<file path="config.mk">
export PLATFORM = sky130hd
export DESIGN_NAME = seq_divider
export DESIGN_NICKNAME = d
export VERILOG_FILES = /design/src/rtl/mdu_pkg.sv /design/src/rtl/div_sign_fix.sv /design/src/rtl/seq_divider.sv
export SDC_FILE = /design/constraint.sdc
export NUM_CORES = 1
export LEC_CHECK = 0
export BUFFER_PORTS_ARGS = -buffer_cell sky130_fd_sc_hd__buf_2
export CAP_MARGIN = 5
export CORE_UTILIZATION = 55
export DETAILED_ROUTE_END_ITERATION = 12
export GPL_ROUTABILITY_DRIVEN = 0
export PLACE_DENSITY_LB_ADDON = 0.12
export SLEW_MARGIN = 25
export SYNTH_ARGS = -nofsm -noshare
export SYNTH_HDL_FRONTEND = slang
export SYNTH_HIERARCHICAL = 1
export SYNTH_SLANG_ARGS = --single-unit
</file>
<file path="constraint.sdc">
create_clock -name clk -period 9.93 [get_ports clk]
set_input_delay 1.4895 -clock clk [delete_from_list [all_inputs] [get_ports clk]]
set_output_delay 1.4895 -clock clk [all_outputs]
set_load 0.01 [all_outputs]
</file>
<file path="src/rtl/mdu_pkg.sv">
// Shared MDU definitions: divider FSM state encoding and iteration/latency constants.
package mdu_pkg;

    typedef enum logic [1:0] {
        IDLE = 2'd0,
        BUSY = 2'd1,
        FIX  = 2'd2,
        DONE = 2'd3
    } div_state_t;

    localparam int MDU_DIV_ITER    = 32;
    localparam int MDU_DIV_LATENCY = 34;

endpackage

</file>
<file path="src/rtl/div_sign_fix.sv">
// Combinational sign correction of the raw unsigned quotient/remainder for DIV.
module div_sign_fix #(
    parameter int WIDTH = 32
) (
    input  logic [WIDTH-1:0] quo_raw,
    input  logic [WIDTH-1:0] rem_raw,
    input  logic             sign,
    input  logic             a_msb,
    input  logic             b_msb,
    output logic [WIDTH-1:0] hi_fix,
    output logic [WIDTH-1:0] lo_fix
);

    logic neg_quo;
    logic neg_rem;

    // Remainder follows the dividend's sign; quotient is negative when signs differ.
    assign neg_quo = sign & (a_msb ^ b_msb);
    assign neg_rem = sign & a_msb;

    assign lo_fix = neg_quo ? (~quo_raw + 1'b1) : quo_raw;
    assign hi_fix = neg_rem ? (~rem_raw + 1'b1) : rem_raw;

endmodule

</file>
<file path="src/rtl/seq_divider.sv">
// Multi-cycle restoring divider (MIPS DIV/DIVU): remainder on Hi, quotient on Lo.
// Optional SEQ_DIVIDER_EARLY_EXIT_EN skips the iterations for zero divisor or |a| < |b|.
module seq_divider
    import mdu_pkg::*;
#(
    parameter int WIDTH = 32
) (
    input  logic             clk,
    input  logic             reset,
    input  logic             validIn,
    input  logic             sign,
    input  logic [WIDTH-1:0] SrcA,
    input  logic [WIDTH-1:0] SrcB,
    output logic             validOut,
    output logic [WIDTH-1:0] Hi,
    output logic [WIDTH-1:0] Lo,
    output div_state_t       dbg_state
);

    localparam int CW = $clog2(WIDTH);

    // Handshake: a request is captured in any IDLE cycle with validIn high; the
    // initiator holds validIn until it sees validOut, which pulses for one cycle in DONE.

    div_state_t       state;
    div_state_t       state_next;
    logic [CW-1:0]    cnt;
    logic [WIDTH-1:0] rem;
    logic [WIDTH-1:0] quo;
    logic [WIDTH-1:0] dmag;
    logic             sign_r;
    logic             a_msb_r;
    logic             b_msb_r;
    logic             div_zero;

    logic [WIDTH-1:0] a_mag;
    logic [WIDTH-1:0] b_mag;
    logic             early_exit;
    logic [WIDTH:0]   shifted;
    logic             trial_ge;
    logic [WIDTH-1:0] trial_diff;
    logic [WIDTH-1:0] hi_fix;
    logic [WIDTH-1:0] lo_fix;

    assign a_mag = (sign && SrcA[WIDTH-1]) ? (~SrcA + 1'b1) : SrcA;
    assign b_mag = (sign && SrcB[WIDTH-1]) ? (~SrcB + 1'b1) : SrcB;

`ifdef SEQ_DIVIDER_EARLY_EXIT_EN
    assign early_exit = (b_mag == '0) || (a_mag < b_mag);
`else
    assign early_exit = 1'b0;
`endif

    // WIDTH+1-bit trial: the shifted-out top bit guarantees the subtraction fits.
    assign shifted    = {rem, quo[WIDTH-1]};
    assign trial_ge   = shifted[WIDTH] | (shifted[WIDTH-1:0] >= dmag);
    assign trial_diff = shifted[WIDTH-1:0] - dmag;

    div_sign_fix #(.WIDTH(WIDTH)) u_sign_fix (
        .quo_raw (quo),
        .rem_raw (rem),
        .sign    (sign_r),
        .a_msb   (a_msb_r),
        .b_msb   (b_msb_r),
        .hi_fix  (hi_fix),
        .lo_fix  (lo_fix)
    );

    always_comb begin
        state_next = state;
        validOut   = 1'b0;
        case (state)
            IDLE: if (validIn) state_next = early_exit ? FIX : BUSY;
            BUSY: if (cnt == '0) state_next = FIX;
            FIX:  state_next = DONE;
            DONE: begin
                validOut   = 1'b1;
                state_next = IDLE;
            end
            default: state_next = IDLE;
        endcase
    end

    always_ff @(posedge clk) begin
        if (reset) begin
            state    <= IDLE;
            cnt      <= '0;
            rem      <= '0;
            quo      <= '0;
            dmag     <= '0;
            sign_r   <= 1'b0;
            a_msb_r  <= 1'b0;
            b_msb_r  <= 1'b0;
            div_zero <= 1'b0;
            Hi       <= '0;
            Lo       <= '0;
        end else begin
            state <= state_next;
            case (state)
                IDLE: if (validIn) begin
                    sign_r   <= sign;
                    a_msb_r  <= SrcA[WIDTH-1];
                    b_msb_r  <= SrcB[WIDTH-1];
                    dmag     <= b_mag;
                    div_zero <= (b_mag == '0);
                    cnt      <= CW'(WIDTH - 1);
                    if (early_exit) begin
                        rem <= a_mag;
                        quo <= '0;
                    end else begin
                        rem <= '0;
                        quo <= a_mag;
                    end
                end
                BUSY: begin
                    rem <= trial_ge ? trial_diff : shifted[WIDTH-1:0];
                    quo <= {quo[WIDTH-2:0], trial_ge};
                    if (cnt != '0) cnt <= cnt - 1'b1;
                end
                FIX: begin
                    // Zero divisor: remainder path already yields the dividend; force quotient to all-ones.
                    Hi <= hi_fix;
                    Lo <= div_zero ? '1 : lo_fix;
                end
                default: ;
            endcase
        end
    end

    assign dbg_state = state;

endmodule
</file>
==> flow_metrics.env, run 1 <==
export IMPL_drive_gt1_share_pct=13.0
export IMPL_seq_power_share_pct=33.3
export IMPL_worstHoldPathCells=2
export IMPL_synth_top_flop_cell="dfxtp_1"
export IMPL_min_period_ns=3.77
export IMPL_crit_type="in2reg"
export IMPL_pin_count=135
export IMPL_path_cells="buf_2 -> or4_4 -> or4_4 -> or3_4 -> nor4_2 -> a21oi_1 -> o32ai_1 -> nand4_1 -> o21ai_1"
export IMPL_antenna_found_initial=0
export IMPL_cts_tree="done"
export IMPL_nFillCells=1826
export IMPL_p_clk_share_pct=22.9
export IMPL_reg2reg_depth=15
export IMPL_drc=0
export IMPL_status="finished, final reports clean"
export IMPL_cpMaxStageDelayCell="or4_4"
export IMPL_clock_sinks=171
export IMPL_die_area_um2=20900
export IMPL_crit_required_ns=10.30
export IMPL_rsz0062_at_grt="false"
export IMPL_num_rows=51
export IMPL_vias=10467
export IMPL_p_comb_share_pct=43.7
export IMPL_cts_setup_buffers=0
export IMPL_fin_nets=1657
export IMPL_tightest_slew_ns=1.01
export IMPL_drt_iter0_markers=761
export IMPL_finalClockSkew_ns=0.00999
export IMPL_grt_max_degree=99
export IMPL_swShare_pct=41.4
export IMPL_initial_core_util_pct=56.8
export IMPL_setup_worst_path_end_class="flip-flop"
export IMPL_stdcell_area_um2=12500
export IMPL_grt_overflow_total=0
export IMPL_grt_pass1_vias=8923
export IMPL_cp_start_kind="input port"
export IMPL_synth_seq_cells=171
export IMPL_p_sw_mw=1.22
export IMPL_synthCells=1468
export IMPL_track_usage_pct=28.1
export IMPL_slew_viol_final=0
export IMPL_clkLatencyLatePin_ns=0.43
export IMPL_fin_setup_tns_ns=0
export IMPL_async_flop_share_pct=0
export IMPL_hold_class="reg2reg"
export IMPL_syn_num_nets=1581
export IMPL_syn_area_per_cell_um2=7.60
export IMPL_dieWidth_um=144
export IMPL_placed_cell_area_um2=11900
export IMPL_area_delta_synth_final_pct=12.0
export IMPL_first_pass_iters=5
export IMPL_netlist_area_um2=11200
export IMPL_max_stage_delay_ns=0.55
export IMPL_ctsHoldBuffers=0
export IMPL_p_leak_nw=5.16
export IMPL_route_top_layer_used="met4"
export IMPL_core_area_um2=19700
export IMPL_synth_edf_count=0
export IMPL_h_tree_depth=4
export IMPL_power_density_nw_per_um2=236
export IMPL_port_buffers=134
export IMPL_fin_util_pct=63.6
export IMPL_fmax_mhz=265
export IMPL_slew_headroom_pct=33.0
export IMPL_yosysWarnings=6
export IMPL_cts_buffer_depth=2
export IMPL_hpwl_mm=21.6
export IMPL_wl_met2_mm=11.4
export IMPL_critPathMaxFanout=9
export IMPL_dieHeight_um=144
export IMPL_register_area_um2=3420
export IMPL_clkTransAtPathRegs_ns=0.07
export IMPL_yosysSeqAreaShare_pct=30.7
export IMPL_avgRoutedWirePerCell_um=15.9
export IMPL_cts_root_buf="clkbuf_16"
export IMPL_fin_crit_sh_pct=38.0
export IMPL_synthTopCellsByArea="dfxtp_1 31%, nand2_1 6.4%, xnor2_1 6.1%"
export IMPL_cp_common_cell="or4_4"
export IMPL_multi_input_area_um2=7170
export IMPL_setup_viol=0
export IMPL_synth_top_cell_area_share_pct=30.7
export IMPL_antenna_left=0
export IMPL_drv_cap=0
export IMPL_ys_types=74
export IMPL_via_per_inst=5.74
export IMPL_cp_arrival_ns=4.14
export IMPL_cts_buffers=17
export IMPL_grt_pass1_wl_mm=46.2
export IMPL_wirelength_mm=29.0
export IMPL_num_antenna_cells=0
export IMPL_wl_met1_mm=15.3
export IMPL_ir_drop_mv=0.249
export IMPL_yosysTopAreaCell="dfxtp_1"
export IMPL_dr_wl_met3_mm=1.93
export IMPL_power_internal_mw=1.72
export IMPL_hold_violations=0
export IMPL_cts_repair_resized=0
worst paths after layout:
kind             from        to  slack, ns
min           b_msb_r   b_msb_r       0.48
max          SrcB[16]  div_zero       6.16
max reg2reg   quo[31]   rem[31]       6.42
min reg2reg   b_msb_r   b_msb_r       0.48
power by group through the flow:
stage          Clock (mW)  Combinational (mW)  Sequential [mW]
6_report            0.675                1.29            0.982
5_1_grt             0.716                1.44             1.00
4_1_cts             0.684                1.28            0.978
2_1_floorplan           0               0.965            0.971
3_5_place_dp            0                1.27            0.993
3_3_place_gp            0                1.25            0.986
sequential cells by signal, indices dropped and copies added (netlist names):
register and flops:
Hi 32, Lo 32, dmag 32, quo 32, rem 32, cnt 5, dbg_state 2, a_msb_r 1
b_msb_r 1, div_zero 1, sign_r 1
stage by stage:
stage / power (mW) / std cells / hold slack (ns) / setup WS [ns]
after global placement: 2.24 / 1790 / 0.462 / 5.82
final: 2.94 / 1822 / 0.484 / 6.16
after floorplan: 1.94 / 1468 / 0.440 / 6.02
after global routing: 3.16 / 1822 / 0.510 / 5.97
after CTS: 2.94 / 1822 / 0.487 / 6.18
after detailed placement: 2.26 / 1790 / 0.477 / 5.74
cells in the final DEF, fill, tap and decap left out, types with 8 or more instances in the layout:
| master | count |
|---|---|
| a211oi_1 | 29 |
| a21o_1 | 17 |
| a21oi_1 | 118 |
| a31oi_1 | 21 |
| and2_1 | 10 |
| buf_2 | 133 |
| buf_4 | 9 |
| clkbuf_16 | 17 |
| dfxtp_1 | 171 |
| ha_1 | 43 |
| inv_1 | 64 |
| mux2i_1 | 54 |
| nand2_1 | 189 |
| nand2b_1 | 8 |
| nand3_1 | 11 |
| nand4_1 | 9 |
| nor2_1 | 172 |
| nor3_1 | 33 |
| nor4_1 | 15 |
| o21ai_0 | 90 |
| o21ai_1 | 9 |
| o22ai_1 | 34 |
| o31ai_1 | 16 |
| or3_1 | 11 |
| xnor2_1 | 78 |
| xor2_1 | 70 |
per-layer routing:
| layer | GRT usage, % | vias to the layer above |
|---|---|---|
| li1 | - | 5304 |
| met1 | 44.5 | 4773 |
| met3 | 4.67 | 25 |
| met5 | 0 | - |
| met2 | 38.7 | 365 |
| met4 | 5.82 | 0 |
worst max-delay path, delay by kind of cell:
family                 cells  cell delay [ns]
and+or+nand+nor            5             1.90
AOI/OAI and AO/OA          3             0.60
buffers and inverters      1             0.15
final cells by class:
cell class / instances / share of cell area, %
clock buffers: 20 / 3.65
flip-flops and latches: 171 / 27.4
well taps: 265 / 2.65
inverters: 65 / 1.95
multi-input cells: 1147 / 57.4
clock inverters: 12 / 1.10
repair buffers: 142 / 5.87
Yosys cell counts, types with 29 or more instances:
library cell and instances:
nand2_1 189, nor2_1 173, dfxtp_1 171, a21oi_1 119, o21ai_0 91, xnor2_1 78, clkbuf_1 76, xor2_1 70
inv_1 64, mux2i_1 54, ha_1 44, o22ai_1 34, nor3_1 33, a211oi_1 29
cell families after synthesis:
kind of cell / Yosys count / share of synthesized area, %
muxes: 54 / 4.84
DFF: 171 / 30.7
buffers and inverters: 150 / 5.32
xor gates and xnor gates: 149 / 11.8
and+or+nand+nor: 506 / 20.8
adders and majority gates: 45 / 5.11
AOI/OAI and AO/OA: 393 / 21.4
Power figures use the tool's default switching activity.
==> run 2, diff against run 1 <==
- clock period: 9.93 -> 3.7 ns (I/O delays scaled with it)
==> flow_metrics.env, run 2 (same netlist as run 1, synthesis figures left out) <==
export IMPL_rrSetupSlack_ns=0.37
export IMPL_drive_gt1_share_pct=13.7
export IMPL_h_tree_depth=4
export IMPL_power_mw=8.04
export IMPL_dieWidth_um=144
export IMPL_wl_met1_mm=15.3
export IMPL_grt_overflow_total=0
export IMPL_cp_start_kind="flip-flop"
export IMPL_antenna_left=0
export IMPL_crit_required_ns=3.98
export IMPL_cts_buffer_depth=2
export IMPL_wl_met2_mm=11.7
export IMPL_ctsHoldBuffers=0
export IMPL_rsz0062_at_grt="false"
export IMPL_cts_setup_buffers=0
export IMPL_hold_violations=0
export IMPL_clkTransAtPathRegs_ns=0.06
export IMPL_port_buffers=134
export IMPL_nFillCells=1809
export IMPL_fmax_mhz=300
export IMPL_status="finished, final reports clean"
export IMPL_dr_wl_met3_mm=2.01
export IMPL_pin_count=135
export IMPL_drc=0
export IMPL_core_area_um2=19700
export IMPL_grt_pass1_wl_mm=46.1
export IMPL_route_top_layer_used="met4"
export IMPL_cp_common_cell="o21ai_0"
export IMPL_clock_sinks=171
export IMPL_wirelength_mm=29.2
export IMPL_drv_cap=0
export IMPL_final_cell_mix="189 x nand2_1, 172 x nor2_1, 171 x dfxtp_1"
export IMPL_slew_headroom_pct=40.0
export IMPL_cpMaxStageDelayCell="a2111oi_0"
export IMPL_via_per_inst=5.76
export IMPL_num_rows=51
export IMPL_tightest_slew_ns=0.898
export IMPL_first_pass_iters=5
export IMPL_hpwl_mm=21.9
export IMPL_fin_setup_tns_ns=0
export IMPL_max_stage_delay_ns=0.45
export IMPL_vias=10586
export IMPL_path_cells="inv_1 -> ha_1 -> inv_1 -> fa_1 -> a21o_1 -> a21o_1 -> a2111oi_0 -> buf_4 -> o21ai_0 -> o21ai_1 -> a21oi_4 -> buf_4 -> o21ai_0 -> o21ai_0"
export IMPL_cts_tree="done"
export IMPL_die_area_um2=20900
export IMPL_grt_pass1_vias=8966
export IMPL_fin_nets=1674
export IMPL_finalClockSkew_ns=0.0104
export IMPL_cts_repair_resized=0
export IMPL_clkLatencyLatePin_ns=0.43
export IMPL_initial_core_util_pct=56.8
export IMPL_crit_type="reg2reg"
export IMPL_dieHeight_um=144
export IMPL_setup_viol=0
export IMPL_grt_max_degree=86
export IMPL_slew_viol_final=0
export IMPL_cts_root_buf="clkbuf_16"
export IMPL_drt_iter0_markers=816
export IMPL_power_density_nw_per_um2=636
export IMPL_setup_worst_path_end_class="flip-flop"
export IMPL_mostFrequentLayoutCell="nand2_1"
export IMPL_num_antenna_cells=0
export IMPL_min_period_ns=3.33
export IMPL_cp_arrival_ns=3.61
export IMPL_ir_drop_mv=0.428
export IMPL_cts_buffers=17
export IMPL_critPathMaxFanout=29
export IMPL_fin_crit_sh_pct=90.1
export IMPL_area_delta_synth_final_pct=13.3
export IMPL_antenna_found_initial=0
export IMPL_p_leak_nw=5.25
export IMPL_avgRoutedWirePerCell_um=15.9
export IMPL_hold_class="in2reg"
export IMPL_track_usage_pct=27.8
run 2: critical path: cells and delay by family, from the launching register on:
family	cells	cell delay, ns
adders and majority gates	2	0.57
DFF	1	0.33
buffers and inverters	4	0.65
AOI/OAI and AO/OA	8	1.63
run 2: stage by stage:
stage / utilization (%) / instances / setup WS [ns] / hold WS, ns / area [um2]
after floorplan: - / 1468 / 0.577 / 0.440 / 11200
after CTS: 64.4 / 1838 / 0.355 / 0.415 / 12700
after global routing: 64.4 / 1838 / 0.0505 / 0.438 / 12700
after detailed placement: 61.2 / 1807 / 0.404 / 0.469 / 12000
final: 64.4 / 1838 / 0.366 / 0.427 / 12700
after global placement: 61.2 / 1807 / 0.504 / 0.465 / 12000
run 2: cell type report:
type | instances | area (um2) | area share (%)
clock buffers | 22 | 464 | 3.67
clock inverters | 9 | 161 | 1.28
inverters | 65 | 244 | 1.93
multi-input cells | 1147 | 7170 | 56.6
flip-flops and latches | 171 | 3420 | 27.1
well taps | 265 | 332 | 2.62
repair buffers | 159 | 861 | 6.80
run 2: path summary, 6_finish.rpt:
path,from,to,depth (start not counted)
worst max register to register,quo[31],rem[7],14
worst min-delay path,SrcA[31],a_msb_r,3
worst max-delay path,quo[31],rem[7],14
worst min register to register,b_msb_r,b_msb_r,2
run 2: report_power, final:
part           total (mW)  switching [mW]  internal, mW
logic                3.49            2.11          1.38
registers            2.63           0.391          2.24
clock network        1.92           0.752          1.17
total                8.04            3.26          4.78
run 2: per-layer routing:
metal	up-vias	global-route usage, %
li1	5344	-
met1	4851	44.2
met2	370	38.6
met3	21	3.44
met4	0	6.26
met5	-	0
==> run 3, diff against run 2 <==
- CELL_PAD_IN_SITES_DETAIL_PLACEMENT: unset -> 2
- CELL_PAD_IN_SITES_GLOBAL_PLACEMENT: unset -> 2
- CORE_UTILIZATION: 55 -> 34
- GPL_ROUTABILITY_DRIVEN: 0 -> unset
- PLACE_DENSITY_LB_ADDON: 0.12 -> 0.1
==> flow_metrics.env, run 3 (same netlist as run 1, synthesis figures left out) <==
export IMPL_status="finished, final reports clean"
export IMPL_placed_cell_area_um2=12400
export IMPL_min_period_ns=3.38
export IMPL_area_delta_synth_final_pct=16.5
export IMPL_final_cell_mix="189 x nand2_1, 172 x nor2_1, 171 x dfxtp_1"
export IMPL_die_area_um2=33600
export IMPL_fmax_mhz=296
export IMPL_cp_arrival_ns=3.66
export IMPL_rsz0062_at_grt="false"
export IMPL_place_inst=1997
export IMPL_fin_cells=2030
export IMPL_cts_buffers=17
export IMPL_grt_pass1_vias=11383
export IMPL_slew_viol_final=0
export IMPL_pin_count=135
export IMPL_vias=10961
export IMPL_drv_cap=0
export IMPL_port_buffers=134
export IMPL_fin_crit_sh_pct=91.4
export IMPL_grt_overflow_total=0
export IMPL_via_per_inst=5.40
export IMPL_critPathMaxFanout=15
export IMPL_seq_power_share_pct=32.1
export IMPL_hpwl_mm=31.4
export IMPL_clkTransAtPathRegs_ns=0.07
export IMPL_power_internal_mw=4.67
export IMPL_swShare_pct=43.7
export IMPL_p_clk_share_pct=22.5
export IMPL_first_pass_iters=5
export IMPL_holdWs_ns=0.396
export IMPL_cts_root_buf="clkbuf_16"
export IMPL_setup_viol=0
export IMPL_final_setup_worst_slack_ns=0.317
export IMPL_track_usage_pct=24.3
export IMPL_dieWidth_um=183
export IMPL_drc=0
export IMPL_cp_start_kind="flip-flop"
export IMPL_fin_setup_tns_ns=0
export IMPL_crit_type="reg2reg"
export IMPL_grt_pass1_wl_mm=63.9
export IMPL_fin_util_pct=40.7
export IMPL_finalClockSkew_ns=0.0139
export IMPL_dieHeight_um=183
export IMPL_clkLatencyLatePin_ns=0.44
export IMPL_grt_max_degree=67
export IMPL_h_tree_depth=4
export IMPL_initial_core_util_pct=34.9
export IMPL_pre_cts_slack_ns=0.233
export IMPL_avgRoutedWirePerCell_um=19.8
export IMPL_cts_buffer_depth=2
export IMPL_num_antenna_cells=0
export IMPL_crit_required_ns=3.98
export IMPL_ir_drop_mv=0.346
export IMPL_drt_iter0_markers=405
export IMPL_cts_setup_buffers=0
export IMPL_p_sw_mw=3.62
export IMPL_power_mw=8.29
export IMPL_stdcell_area_um2=13000
export IMPL_hold_class="in2reg"
export IMPL_num_rows=65
export IMPL_cts_tree="done"
export IMPL_hold_violations=0
export IMPL_p_comb_share_pct=45.4
export IMPL_core_area_um2=32000
export IMPL_place_congestion=0.812
export IMPL_power_density_nw_per_um2=638
export IMPL_setup_worst_path_end_class="flip-flop"
export IMPL_slew_headroom_pct=44.9
export IMPL_fin_nets=1695
export IMPL_mostFrequentLayoutCell="nand2_1"
export IMPL_tightest_slew_ns=0.827
export IMPL_drive_gt1_share_pct=15.0
export IMPL_wirelength_mm=40.2
export IMPL_p_leak_nw=5.35
export IMPL_antenna_left=0
export IMPL_clock_sinks=171
export IMPL_antenna_found_initial=0
-- run 3: cell count changes in the layout (fill, tap and decap cells not counted) --
cell       delta
inv_6         +2
a21oi_2       +1
clkbuf_8      -1
bufinv_16     -2
o21ai_1       -1
buf_4        +20
inv_8         +1
o21ai_2       +1
clkinv_4      +3
clkbuf_1      -2
-- run 3: final timing paths --
check             depth (start not counted)  slack (ns)      end  startpoint
setup / recovery                         14        0.32   rem[2]     quo[31]
setup reg to reg                         14        0.32   rem[2]     quo[31]
hold reg to reg                           2        0.48  dmag[0]     dmag[0]
hold / removal                            3        0.40  a_msb_r    SrcA[31]
-- run 3: layout make-up --
type / count / area (um2)
fillers: 3812 / 19000
flip-flops and latches: 171 / 3420
clock inverters: 13 / 156
clock buffers: 19 / 443
multi-input cells: 1148 / 7180
well taps: 435 / 544
repair buffers: 179 / 1010
inverters: 65 / 244
-- run 3: what timing repair did --
item                       in CTS  in global routing
hold buffers                    0                  0
resized for setup               0                  1
setup endpoints to repair       0                  6
-- run 3: per-layer routing --
layer	track usage, %	routed length [um]	vias to the layer above
met3	2.74	1060	22
li1	-	-	5372
met1	36.2	21500	5377
met4	4.73	350	0
met2	37.4	17400	190
met5	0	0	-
-- run 3: critical path, stage by stage, from the launching register on --
cell	delay (ns)
dfxtp_1	0.33
inv_1	0.10
ha_1	0.19
inv_1	0.06
fa_1	0.40
a21o_1	0.17
a21o_1	0.21
a2111oi_0	0.42
buf_4	0.20
o21ai_0	0.11
o21ai_2	0.25
a21oi_4	0.22
buf_4	0.26
o21ai_0	0.18
o21ai_0	0.11
-- run 3: power groups by stage --
stage | registers (mW) | clock network (mW) | logic [mW]
after floorplan | 2.61 | 0 | 2.59
after global placement | 2.67 | 0 | 3.61
after detailed placement | 2.70 | 0 | 3.74
after CTS | 2.66 | 1.91 | 3.78
after global routing | 2.72 | 1.97 | 4.18
final | 2.66 | 1.87 | 3.76
